<file path="src/rtl/vga_pixel_fetch.sv">
// ---------------------------------------------------------------------------
// vga_pixel_fetch
//
// Pixel fetch stage behind the display timing generator. It turns the
// generator's active-video window into read addresses for a down-scaled
// frame buffer. Each stored pixel is replicated 2^SCALE_SHIFT times in both
// directions. The stage also delays sync/enable so they line up with the
// returned VRAM data, and registers the final RGB.
//
// Ports
//   pclk         in   pixel clock
//   rst          in   synchronous, active-low reset
//   hen, ven     in   horizontal / vertical active from the timing generator
//   hs, vs       in   syncs from the timing generator (polarity untouched)
//   vram_addr    out  AW   read address, driven from registers only
//   vram_data    in   DW   read data, RD_LAT cycles after its address
//   rgb          out  DW   registered pixel, 0 outside active video
//   de_o         out       data enable aligned with rgb
//   hs_o, vs_o   out       syncs delayed by L = RD_LAT+1
//   frame_start  out       one-cycle pulse on the first de_o of a frame
// ---------------------------------------------------------------------------
module vga_pixel_fetch #(
   parameter int HRES        = 800,
   parameter int VRES        = 600,
   parameter int SCALE_SHIFT = 2,
   parameter int FB_W        = 200,
   parameter int FB_H        = 150,
   parameter int AW          = 15,
   parameter int DW          = 12,
   parameter int RD_LAT      = 2
) (
   input  logic          pclk,
   input  logic          rst,
   input  logic          hen,
   input  logic          ven,
   input  logic          hs,
   input  logic          vs,
   output logic [AW-1:0] vram_addr,
   input  logic [DW-1:0] vram_data,
   output logic [DW-1:0] rgb,
   output logic          de_o,
   output logic          hs_o,
   output logic          vs_o,
   output logic          frame_start
);

   // Total output delay: RD_LAT cycles of VRAM plus the rgb register.
   localparam int L = RD_LAT + 1;
   // col must hold FB_W as well: it steps once more on the last pixel of a
   // line before the line-end clear takes effect.
   localparam int COL_W = (FB_W > 1) ? $clog2(FB_W + 1) : 1;

   // Geometry sanity check at elaboration time.
   if ((HRES != (FB_W << SCALE_SHIFT)) || (VRES != (FB_H << SCALE_SHIFT)) ||
       (RD_LAT < 1) || (SCALE_SHIFT < 1) || (FB_W * FB_H > (1 << AW)) ||
       (COL_W > AW)) begin : g_cfg_err
      $error("vga_pixel_fetch: inconsistent geometry parameters");
   end

   // ------------------------------------------------------------------
   // Scan state
   // ------------------------------------------------------------------
   logic [SCALE_SHIFT-1:0] hsub_q, hsub_d;
   logic [COL_W-1:0]       col_q, col_d;
   logic [SCALE_SHIFT-1:0] vsub_q, vsub_d;
   logic [AW-1:0]          row_base_q, row_base_d;
   logic                   act_d_q;
   logic                   armed_q, armed_d;

   // Delay lines; bit 0 is the newest sample, bit L-1 drives the output.
   logic [L-1:0]           act_pipe_q, act_pipe_d;
   logic [L-1:0]           hs_pipe_q, hs_pipe_d;
   logic [L-1:0]           vs_pipe_q, vs_pipe_d;
   logic [L-1:0]           tag_pipe_q, tag_pipe_d;
   logic [DW-1:0]          rgb_q, rgb_d;

   logic act;
   logic line_end;
   logic tag;

   assign act      = hen & ven;
   // Falling edge of act inside the vertical active region.
   assign line_end = act_d_q & ~act & ven;
   // First active pixel after a vertical blank marks the frame start.
   assign tag      = act & armed_q;

   // ------------------------------------------------------------------
   // Counter next-state
   // ------------------------------------------------------------------
   always_comb begin
      hsub_d     = hsub_q;
      col_d      = col_q;
      vsub_d     = vsub_q;
      row_base_d = row_base_q;
      armed_d    = armed_q;

      if (!ven) begin
         // Vertical blank wins over a coincident line end.
         hsub_d     = '0;
         col_d      = '0;
         vsub_d     = '0;
         row_base_d = '0;
         armed_d    = 1'b1;
      end else if (line_end) begin
         hsub_d = '0;
         col_d  = '0;
         // vsub is exactly SCALE_SHIFT bits, so it wraps on its own.
         vsub_d = vsub_q + SCALE_SHIFT'(1);
         if (vsub_q == {SCALE_SHIFT{1'b1}}) begin
            row_base_d = row_base_q + AW'(FB_W);
         end
      end else if (act) begin
         hsub_d = hsub_q + SCALE_SHIFT'(1);
         if (hsub_q == {SCALE_SHIFT{1'b1}}) begin
            col_d = col_q + COL_W'(1);
         end
         if (armed_q) begin
            armed_d = 1'b0;
         end
      end
   end

   // ------------------------------------------------------------------
   // Delay line and data path next-state
   // ------------------------------------------------------------------
   always_comb begin
      act_pipe_d = {act_pipe_q[L-2:0], act};
      hs_pipe_d  = {hs_pipe_q[L-2:0],  hs};
      vs_pipe_d  = {vs_pipe_q[L-2:0],  vs};
      tag_pipe_d = {tag_pipe_q[L-2:0], tag};
      // act_pipe_q[RD_LAT-1] is the act of the address whose data is
      // arriving this cycle.
      rgb_d      = act_pipe_q[RD_LAT-1] ? vram_data : '0;
   end

   // ------------------------------------------------------------------
   // State registers
   // ------------------------------------------------------------------
   always_ff @(posedge pclk) begin
      if (!rst) begin
         hsub_q     <= '0;
         col_q      <= '0;
         vsub_q     <= '0;
         row_base_q <= '0;
         act_d_q    <= 1'b0;
         armed_q    <= 1'b0;
         act_pipe_q <= '0;
         hs_pipe_q  <= '0;
         vs_pipe_q  <= '0;
         tag_pipe_q <= '0;
         rgb_q      <= '0;
      end else begin
         hsub_q     <= hsub_d;
         col_q      <= col_d;
         vsub_q     <= vsub_d;
         row_base_q <= row_base_d;
         act_d_q    <= act;
         armed_q    <= armed_d;
         act_pipe_q <= act_pipe_d;
         hs_pipe_q  <= hs_pipe_d;
         vs_pipe_q  <= vs_pipe_d;
         tag_pipe_q <= tag_pipe_d;
         rgb_q      <= rgb_d;
      end
   end

   // ------------------------------------------------------------------
   // Outputs
   // ------------------------------------------------------------------
   // Address depends on registers only, so it never sees an input glitch.
   assign vram_addr   = row_base_q + AW'(col_q);
   assign rgb         = rgb_q;
   assign de_o        = act_pipe_q[L-1];
   assign hs_o        = hs_pipe_q[L-1];
   assign vs_o        = vs_pipe_q[L-1];
   assign frame_start = tag_pipe_q[L-1];

endmodule

</file>
<file path="config.mk">
export PLATFORM = sky130hd
export DESIGN_NAME = vga_pixel_fetch
export DESIGN_NICKNAME = d
export VERILOG_FILES = /design/src/rtl/vga_pixel_fetch.sv
export SDC_FILE = /design/constraint.sdc
export NUM_CORES = 1
export LEC_CHECK = 0
export BUFFER_PORTS_ARGS = -buffer_cell sky130_fd_sc_hd__buf_2
export CORE_MARGIN = 5
export CORE_UTILIZATION = 45
export CTS_CLUSTER_SIZE = 10
export DETAILED_ROUTE_END_ITERATION = 8
export GPL_TIMING_DRIVEN = 0
export PLACE_DENSITY = 0.73
export SYNTH_ARGS = -nofsm -noshare
export SYNTH_HDL_FRONTEND = slang
export SYNTH_SLANG_ARGS = --single-unit
</file>
<file path="constraint.sdc">
create_clock -name pclk -period 2.1 [get_ports pclk]
set_input_delay 0.105 -clock pclk [delete_from_list [all_inputs] [get_ports pclk]]
set_output_delay 0.105 -clock pclk [all_outputs]
set_load 0.01 [all_outputs]
</file>
### Yosys cells after proc, flatten, opt, wreduce, memory -nomap -nowiden

Cells that the tools add are included.

| word-level totals | value |
|---|---|
| bits of input ports | 18 |
| output and inout port bits | 31 |
| register bits | 53 |

| cells by class | value |
|---|---|
| mux-type cells | 3 |
| $add $sub $neg | 5 |
| reductions and logical operators | 6 |
| bitwise operators | 7 |
| eq/ne operators | 4 |

Operators with widths:

| cell | number |
|---|---|
| 15-bit by 8-bit adder with 15-bit output | 1 |
| 15-bit by 8-bit adder with 15-bit output (second input constant) | 1 |
| 2-bit AND reduction | 5 |
| 8-bit by 1-bit adder with 8-bit output (second input constant) | 1 |
| 2-bit by 1-bit adder with 2-bit output (second input constant) | 2 |
| 1-bit bitwise AND | 4 |
| 2-bit == test (second input constant) | 2 |
| 1-bit 2-to-1 mux | 3 |
| 1-bit NOT | 3 |
| 3-bit OR reduction | 1 |
| 2-bit by 1-bit inequality test with 1-bit output (second input constant) | 1 |
| 2-bit inequality test (second input constant) | 1 |

### Longest topological paths before layout

Gate-level depths: netlist (run 1).

| logic depth | value |
|---|---|
| depth in word-level cells | 6 |
| mapped depth | 7 |
| mapped depth without buffers | 7 |

### Least setup slack after synthesis (run 1)

No wires, ideal clock.

| timing | value |
|---|---|
| kind | register to output |
| start | reg row_base_q[3] |
| end | out vram_addr[13] |
| arrival time | 1728 ps |
| path slack | 267 ps |
| cell stages (with the launch flop) | 8 |
| cell sequence | dfxtp_1 > ha_1 > inv_1 > fa_1 > nor2b_1 > o2111ai_1 > a21oi_1 > xor2_1 |

| on the way | value |
|---|---|
| longest elaborated chain between the ends | 1 |

Ends and longest elaborated chain:

| item | line | RTL |
|---|---|---|
| start: declaration | 66 | `logic [AW-1:0] row_base_q, row_base_d;` |
| start signal: assignment | 156 | `row_base_q <= row_base_d;` |
| 15-bit by 8-bit adder with 15-bit output | 171 | `assign vram_addr = row_base_q + AW'(col_q);` |
| end: declaration | 38 | `output logic [AW-1:0] vram_addr,` |

Every way passes these cells.

### Worst setup path in the final report (run 1)

Ends and elaborated chain as after synthesis.

==> impl_metrics.json, run 1 <==
{
  "cts_tree": "yes",
  "core_um2": 4661,
  "min_period_ns": 2.073,
  "synth_cell_types": 41,
  "die_height_um": 79.04,
  "power_frac_clock_pct": 35.3,
  "drive_gt1_share_pct": 31.71,
  "initial_core_util_pct": 46.01,
  "use_met3_pct": 4.875,
  "vias": 1688,
  "grt_use_total_pct": 14.20,
  "clk_path_buf_depth": 2,
  "use_met2_pct": 23.40,
  "antenna_cells": 0,
  "timing.final.crit_share_pct": 98.72,
  "drcViolationCount": 0,
  "io_buffers": 48,
  "grt_setup_unrepaired": "true",
  "p_int_mw": 1.198,
  "ys_ff_latch": 49,
  "gp_congestion": 0.7580,
  "path_clk_slew_ns": 0.09,
  "place_ws_ns": -0.03769,
  "power.share.switching_pct": 22.22,
  "layout_commonest_cell": "buf_2",
  "power_frac_seq_pct": 61.0,
  "path_class": "reg -> out",
  "clockRootBuffer": "clkbuf_8",
  "grt_pass1_wl_um": 7107,
  "layout_common_cells": "buf_2 (50), dfxtp_1 (44), nor2_1 (22)",
  "drt_iter0_markers": 83,
  "critPathLaunchType": "flip-flop",
  "max_cap_violations": 0,
  "slew_headroom_pct": 47.61,
  "post_drt_wl_per_cell_um": 12.30,
  "power_mw": 1.541,
  "finalHoldViolations": 0,
  "slew_viol_final": 0,
  "finalSetupViolCount": 0,
  "die_width_um": 79.04,
  "placedInstanceArea_um2": 2452,
  "cts-buffers-inserted": 5,
  "yosys_warnings": 0,
  "cts_sinks": 49,
  "ir_drop_mv": 0.3383,
  "syn-num-nets": 253,
  "fin_util_pct": 57.18,
  "design_area_um2": 2665,
  "p_sw_mw": 0.3423,
  "max_freq_ghz": 0.4824,
  "grt_pass1_vias": 1564,
  "worstMarginPinSlew_ns": 0.7806,
  "drtPass1Iterations": 4,
  "fin_ws_ns": 0.02694,
  "hold_class": "in -> reg",
  "antenna_found_initial": 0,
  "busiest_layer": "met2",
  "status": "finished, final reports clean",
  "drt-total-wl_um": 4195,
  "syn_avg_cell_area_um2": 9.531,
  "comb_power_share_pct": 3.8,
  "vias_per_cell": 4.950,
  "crit_fanout": 3,
  "grt_max_degree": 16,
  "area_growth_pct": 24.27,
  "drtAntennaViolNets": 0,
  "clk_latency_ns": 0.30,
  "row_count": 25,
  "yosysSeqAreaShare_pct": 45.74,
  "powerDensity_nw_per_um2": 578.1,
  "gr-total-overflow": 0,
  "hpwl_um": 3025,
  "die_area_um2": 6247,
  "finClkSkew_ns": 0.004807,
  "htreeDepth": 2,
  "final_nets": 314,
  "fin_setup_tns_ns": 0,
  "leakagePower_nw": 1.199,
  "critical_path.endpoint_type": "output port",
  "use_met1_pct": 17.75,
  "syn_area_um2": 2145,
  "synthCells": 225,
  "crit_arrival_ns": 1.97,
  "required_ns": 2.00,
  "top_level_ports": 49
}
==> power groups by stage <==
| stage | combinational, mW | clock, mW | sequential [mW] |
|---|---|---|---|
| after floorplan | 0.0264 | 0 | 0.967 |
| after CTS | 0.0577 | 0.560 | 0.941 |
| final | 0.0578 | 0.543 | 0.940 |
| after detailed placement | 0.0574 | 0 | 0.966 |
| after global placement | 0.0571 | 0 | 0.965 |
| after global routing | 0.0655 | 0.612 | 0.942 |
==> through the flow <==
step,hold slack (ns),cells
after CTS,0.004980,340
after floorplan,0.2323,225
after detailed placement,0.3181,327
after global routing,0.01285,341
final,0.01247,341
after global placement,0.3265,327
==> cell usage after synthesis (all sizes together) <==
master / instances / area share, %
a211o: 1 / 0.41
a211oi: 5 / 1.8
a21bo: 1 / 0.47
a21boi: 1 / 0.35
a21o: 1 / 0.35
a21oi: 9 / 2.1
a2bb2oi: 1 / 0.41
a311oi: 1 / 0.41
a31oi: 2 / 0.58
and2: 11 / 3.2
and2b: 1 / 0.35
and3: 16 / 4.7
and4b: 1 / 0.53
buf: 7 / 2.2
clkbuf: 7 / 1.3
dfxtp: 49 / 46
fa: 1 / 0.93
ha: 9 / 5.3
inv: 5 / 0.88
mux2i: 1 / 0.47
nand2: 17 / 3.0
nand2b: 1 / 0.29
nand3: 5 / 1.8
nand4: 5 / 1.5
nand4b: 1 / 0.70
nor2: 22 / 3.9
nor2b: 1 / 0.29
nor3: 3 / 0.70
nor4: 2 / 1.2
o2111ai: 3 / 1.2
o21a: 1 / 0.35
o21ai: 3 / 0.70
o21bai: 1 / 0.35
or2: 1 / 0.29
or3: 2 / 0.58
or4: 2 / 0.70
xnor2: 17 / 6.9
xor2: 8 / 3.3
==> worst paths after layout <==
check / start / slack (ns) / end / cells after the start
min: hs / 0.01 / hs_pipe_q[0] / 2
max reg2reg: row_base_q[3] / 0.50 / row_base_q[10] / 5
min reg2reg: vs_pipe_q[1] / 0.44 / vs_pipe_q[2] / 1
max: row_base_q[3] / 0.03 / vram_addr[13] / 8
==> state kept, by name, indices dropped and copies added, names as in the netlist <==
register    count
vs_pipe_q       3
act_pipe_q      3
row_base_q     12
tag_pipe_q      3
armed_q         1
col_q           8
hsub_q          2
hs_pipe_q       3
rgb            12
vsub_q          2
==> timing repair <==
action,4_1_cts,5_1_grt
resized for setup,16,8
endpoints found under the hold margin,0,1
setup buffers,5,0
pin swaps,4,4
hold buffers,0,1
endpoints found under the setup margin,5,8
==> layer usage <==
metal | up-vias | share of wire [%]
met1 | 749 | 46
li1 | 893 | -
met2 | 42 | 46
met4 | 0 | 0.95
met5 | - | 0
met3 | 4 | 7.1
==> logic make-up (layout without fill, tap and decap cells) <==
logic type / after synthesis / in the layout / synth area share [%]
compound gates: 30 / 30 / 9.452
xor+xnor: 25 / 25 / 10.21
fa+ha+maj: 10 / 10 / 6.184
buf+inv: 19 / 81 / 4.434
flops: 49 / 49 / 45.74
mux: 1 / 1 / 0.4668
simple gates: 91 / 91 / 23.51
==> layout make-up <==
type / instances / area, µm²
Inverter: 5 / 18.77
Fill cell: 430 / 1996
Clock buffer: 6 / 72.57
Buffer: 14 / 78.83
Sequential cell: 49 / 994.7
Clock inverter: 2 / 15.01
Tap cell: 54 / 67.56
Timing Repair Buffer: 54 / 287.8
Multi-Input combinational cell: 157 / 1130
==> critical path, cell delays in order (launching register included) <==
cell       delay (ns)
dfxtp_4          0.37
ha_4             0.14
inv_2            0.04
fa_2             0.36
nor2b_4          0.15
o2111ai_4        0.15
a21oi_2          0.17
xor2_1           0.15
buf_2            0.14
(Power assumes the default switching activity.)
==> run 2, diff against run 1 <==
--- a/config.mk
+++ b/config.mk
@@ -6,12 +6,13 @@
 export NUM_CORES = 1
 export LEC_CHECK = 0
 export BUFFER_PORTS_ARGS = -buffer_cell sky130_fd_sc_hd__buf_2
+export CORE_ASPECT_RATIO = 1.75
 export CORE_MARGIN = 5
 export CORE_UTILIZATION = 45
 export CTS_CLUSTER_SIZE = 10
 export DETAILED_ROUTE_END_ITERATION = 8
 export GPL_TIMING_DRIVEN = 0
-export PLACE_DENSITY = 0.73
+export PLACE_DENSITY = 0.77
 export SYNTH_ARGS = -nofsm -noshare
 export SYNTH_HDL_FRONTEND = slang
 export SYNTH_SLANG_ARGS = --single-unit
==> run 2 against run 1 <==
Sequential share of layout area up 0.16 points. Via count up 3.5%. Worst hold slack worse by 0.0053 ns. Combinational power down 1%. Die area up 0.87%. Clock power up 2%. Sequential power about the same. Routed wire length up 5.3%. Clock skew up 0.00095 ns. Global-route usage down 0.33 points. Flip-flop and latch count unchanged. First-iteration DRC count down 14%. Critical endpoint is now vram_addr[11]. Largest cell class unchanged.
==> impl_metrics.json, run 2 (synthesized netlist as in run 1, its figures left out) <==
{
  "cts-buffers-inserted": 5,
  "grt_max_degree": 17,
  "area_growth_pct": 23.75,
  "power_mw": 1.551,
  "die_height_um": 101.3,
  "cts_sinks": 49,
  "place_ws_ns": -0.05455,
  "critical_path.endpoint_type": "output port",
  "top_level_ports": 49,
  "hold_class": "in -> reg",
  "io_buffers": 48,
  "clk_path_buf_depth": 2,
  "placedInstanceArea_um2": 2450,
  "max_freq_ghz": 0.4778,
  "vias_per_cell": 5.184,
  "powerDensity_nw_per_um2": 584.3,
  "grt_use_total_pct": 13.87,
  "layout_commonest_cell": "buf_2",
  "die_area_um2": 6301,
  "ir_drop_mv": 0.4575,
  "core_um2": 4666,
  "post_drt_wl_per_cell_um": 13.11,
  "worstMarginPinSlew_ns": 0.7078,
  "design_area_um2": 2654,
  "layout_common_cells": "buf_2 (51), dfxtp_1 (44), nor2_1 (22)",
  "crit_family": "adder cells",
  "slew_viol_final": 0,
  "drt_iter0_markers": 71,
  "max_cap_violations": 0,
  "critical_path_buf_inv_count": 2,
  "grt_setup_unrepaired": "true",
  "grt_pass1_vias": 1719,
  "leakagePower_nw": 1.201,
  "gr-total-overflow": 0,
  "timing.final.crit_share_pct": 99.67,
  "grt_pass1_wl_um": 7251,
  "finalHoldViolations": 0,
  "clk_latency_ns": 0.30,
  "htreeDepth": 2,
  "use_met1_pct": 12.93,
  "path_clk_slew_ns": 0.09,
  "path_class": "reg -> out",
  "crit_slowest_cell": "dfxtp_4",
  "use_met3_pct": 2.442,
  "finalSetupViolCount": 0,
  "fin_ws_ns": 0.006964,
  "antenna_found_initial": 0,
  "hpwl_um": 3316,
  "place_inst": 325,
  "vias": 1747,
  "gp_congestion": 0.8341,
  "cp_cell_sequence": "ha_4 -> inv_2 -> fa_2 -> nor2b_4 -> o2111ai_4 -> a21oi_2 -> xor2_1 -> buf_2",
  "final_nets": 312,
  "drtAntennaViolNets": 0,
  "drcViolationCount": 0,
  "stdcell_count": 337,
  "clockRootBuffer": "clkbuf_8",
  "max_stage_delay_ns": 0.37,
  "drt-total-wl_um": 4418,
  "slew_headroom_pct": 52.49,
  "drive_gt1_share_pct": 32.28,
  "die_width_um": 62.19,
  "finClkSkew_ns": 0.005759,
  "initial_core_util_pct": 45.96,
  "crit_fanout": 3,
  "antenna_cells": 0,
  "use_met2_pct": 28.35,
  "crit_arrival_ns": 1.99,
  "row_count": 33,
  "drtPass1Iterations": 4,
  "required_ns": 2.00,
  "min_period_ns": 2.093,
  "fillers": 432,
  "critPathLaunchType": "flip-flop",
  "status": "finished, final reports clean",
  "cts_tree": "yes",
  "busiest_layer": "met2"
}
==> run 2: through the flow <==
stage	utilization, %	TNS [ns]	hold slack, ns
floorplan	-	0	0.2323
global placement	52.51	-0.05600	0.3105
detailed placement	52.51	-0.07841	0.3194
CTS	56.15	-0.1039	0.001519
global route	56.88	-0.2615	0.0004139
finish	56.88	0	0.007131
==> run 2: worst reg2reg max path, delay by kind of cell, from the launching register on <==
family / cells / cell delay [ns]
flip-flops: 1 / 0.36
AO/OA/AOI/OAI: 1 / 0.57
XOR/XNOR: 1 / 0.17
AND/OR/NAND/NOR: 2 / 0.21
buffers and inverters: 1 / 0.15
==> run 2: final cells by class <==
| class | instances | area (µm²) | area share [%] |
|---|---|---|---|
| Sequential cell | 49 | 994.7 | 37.48 |
| Timing Repair Buffer | 52 | 270.3 | 10.18 |
| Clock buffer | 5 | 68.82 | 2.593 |
| Multi-Input combinational cell | 157 | 1139 | 42.90 |
| Buffer | 14 | 76.32 | 2.876 |
| Tap cell | 52 | 65.06 | 2.452 |
| Clock inverter | 3 | 21.27 | 0.8015 |
| Inverter | 5 | 18.77 | 0.7072 |
==> run 2: worst paths after layout <==
path / startpoint / to / slack [ns] / cells past startpoint
worst min-delay path: hs / hs_pipe_q[0] / 0.007 / 2
worst min register to register: tag_pipe_q[0] / tag_pipe_q[1] / 0.44 / 1
worst max register to register: row_base_q[3] / row_base_q[10] / 0.52 / 5
worst max-delay path: col_q[3] / vram_addr[11] / 0.007 / 8
==> run 2: per-layer routing <==
layer | share of wire, % | vias to the layer above | routed length [µm]
li1 | - | 888 | -
met1 | 38 | 825 | 1674
met2 | 58 | 24 | 2557
met3 | 2.8 | 10 | 122
met4 | 1.4 | 0 | 63
met5 | 0 | - | 0
==> run 2: what timing repair did <==
item / in CTS / in global routing
hold buffers: 0 / 0
buffers inserted: 3 / 1
pin swaps: 4 / 5
gates resized for setup: 16 / 7
setup endpoints to repair: 6 / 6
==> run 2: report_power, final <==
part | leakage (nW) | switching (mW) | internal, mW | total [mW]
combinational | 0.756 | 0.0307 | 0.0263 | 0.0570
sequential | 0.400 | 0.00383 | 0.936 | 0.940
clock | 0.0445 | 0.317 | 0.237 | 0.554
total | 1.20 | 0.352 | 1.20 | 1.55
==> run 3, diff against run 2 <==
--- a/config.mk
+++ b/config.mk
@@ -13,6 +13,7 @@
 export DETAILED_ROUTE_END_ITERATION = 8
 export GPL_TIMING_DRIVEN = 0
 export PLACE_DENSITY = 0.77
+export RECOVER_POWER = 25
 export SYNTH_ARGS = -nofsm -noshare
 export SYNTH_HDL_FRONTEND = slang
 export SYNTH_SLANG_ARGS = --single-unit
==> run 3 against run 2 <==
Routed wire length decreased by 0.63%. Core utilization decreased by 0.24 points. Sequential power is essentially flat. Maximum frequency is 0.12% higher. Via count barely moved.
==> impl_metrics.json, run 3 (synthesized netlist as in run 1, its figures left out) <==
{
  "drt-total-wl_um": 4390,
  "io_buffers": 48,
  "design_area_um2": 2643,
  "clk_latency_ns": 0.30,
  "grt_setup_unrepaired": "true",
  "ir_drop_mv": 0.4597,
  "hpwl_um": 3316,
  "required_ns": 2.00,
  "worstMarginPinSlew_ns": 0.7088,
  "vias": 1748,
  "crit_fanout": 3,
  "crit_arrival_ns": 1.99,
  "layout_common_cells": "buf_2 (45), dfxtp_1 (44), nor2_1 (22)",
  "path_clk_slew_ns": 0.09,
  "drive_gt1_share_pct": 29.82,
  "path_class": "reg -> out",
  "grt_max_degree": 17,
  "drcViolationCount": 0,
  "cp_cell_sequence": "ha_4 -> inv_2 -> fa_2 -> nor2b_4 -> o2111ai_4 -> a21oi_2 -> xor2_1 -> buf_2",
  "core_um2": 4666,
  "die_height_um": 101.3,
  "ff2ff_setup_slack_ns": 0.52,
  "critPathLaunchType": "flip-flop",
  "drtAntennaViolNets": 0,
  "clockRootBuffer": "clkbuf_8",
  "powerDensity_nw_per_um2": 585.4,
  "holdBufCountCts": 0,
  "cts_tree": "yes",
  "die_area_um2": 6301,
  "finalSetupViolCount": 0,
  "initial_core_util_pct": 45.96,
  "placedInstanceArea_um2": 2450,
  "slew_headroom_pct": 52.43,
  "layout_commonest_cell": "buf_2",
  "drtPass1Iterations": 4,
  "htreeDepth": 2,
  "vias_per_cell": 5.187,
  "critical_path.endpoint_type": "output port",
  "row_count": 33,
  "grt_pass1_wl_um": 7251,
  "antenna_cells": 0,
  "grt_use_total_pct": 13.87,
  "final_nets": 312,
  "fin_setup_tns_ns": 0,
  "gr-total-overflow": 0,
  "max_freq_ghz": 0.4783,
  "fillers": 436,
  "post_drt_wl_per_cell_um": 13.03,
  "status": "finished, final reports clean",
  "hold_class": "in -> reg",
  "slew_viol_final": 0,
  "finClkSkew_ns": 0.004282,
  "max_stage_delay_ns": 0.37,
  "die_width_um": 62.19,
  "top_level_ports": 49,
  "cts_sinks": 49,
  "cts-buffers-inserted": 5,
  "finalHoldViolations": 0,
  "drt_iter0_markers": 56,
  "leakagePower_nw": 1.171,
  "area_growth_pct": 23.22,
  "clk_path_buf_depth": 2,
  "antenna_found_initial": 0,
  "min_period_ns": 2.091,
  "max_cap_violations": 0,
  "timing.final.crit_share_pct": 99.55,
  "gp_congestion": 0.8341,
  "grt_pass1_vias": 1719,
  "crit_slowest_cell": "dfxtp_4"
}
## run 3: repair_timing
item	4_1_cts	5_1_grt
resized for setup	16	7
endpoints found under the setup margin	6	6
pin swaps	4	5
buffers inserted	3	1
## run 3: final cells by class
class,instances,area [µm²],area share [%]
Sequential cell,49,994.7,37.64
Tap cell,52,65.06,2.462
Multi-Input combinational cell,157,1139,43.09
Buffer,14,72.57,2.746
Clock inverter,3,21.27,0.8049
Clock buffer,5,68.82,2.604
Inverter,5,18.77,0.7102
Timing Repair Buffer,52,262.8,9.943
## run 3: worst max-delay path, delay by kind of cell, from the launching register on
kind                     cells  cell delay [ns]
AND/OR/NAND/NOR              1             0.16
adder cells (fa/ha/maj)      2             0.49
buffers and inverters        2             0.17
AO/OA/AOI/OAI                2             0.35
XOR/XNOR                     1             0.14
flip-flops                   1             0.37
## run 3: power by group
| group | switching [mW] | internal, mW | total, mW |
|---|---|---|---|
| Sequential | 0.00384 | 0.936 | 0.940 |
| Combinational | 0.0308 | 0.0245 | 0.0553 |
| Clock | 0.315 | 0.237 | 0.552 |
| Total | 0.350 | 1.20 | 1.55 |
## run 3: path summary, 6_finish.rpt
kind            startpoint  depth (start not counted)              to
max               col_q[3]                          8   vram_addr[11]
min                     hs                          2    hs_pipe_q[0]
max reg2reg  row_base_q[3]                          5  row_base_q[10]
min reg2reg  tag_pipe_q[0]                          1   tag_pipe_q[1]
## run 3: through the flow
step | std cells | utilization [%] | power, mW | setup slack [ns] | hold WS [ns]
global placement | 325 | 52.51 | 1.022 | -0.02873 | 0.3105
floorplan | 225 | - | 0.9933 | 0.2667 | 0.2323
global route | 337 | 56.64 | 1.612 | -0.1439 | 0.0004139
detailed placement | 325 | 52.51 | 1.024 | -0.05455 | 0.3194
finish | 337 | 56.64 | 1.547 | 0.009437 | 0.01025
CTS | 336 | 56.15 | 1.570 | -0.07245 | 0.001519
## run 3: routing by layer
| layer | track usage, % | share of wire (%) | vias to the layer above |
|---|---|---|---|
| met1 | 12.93 | 37 | 830 |
| met3 | 2.442 | 2.8 | 6 |
| li1 | - | - | 886 |
| met5 | 0 | 0 | - |
| met2 | 28.35 | 58 | 26 |
| met4 | 6.010 | 1.8 | 0 |
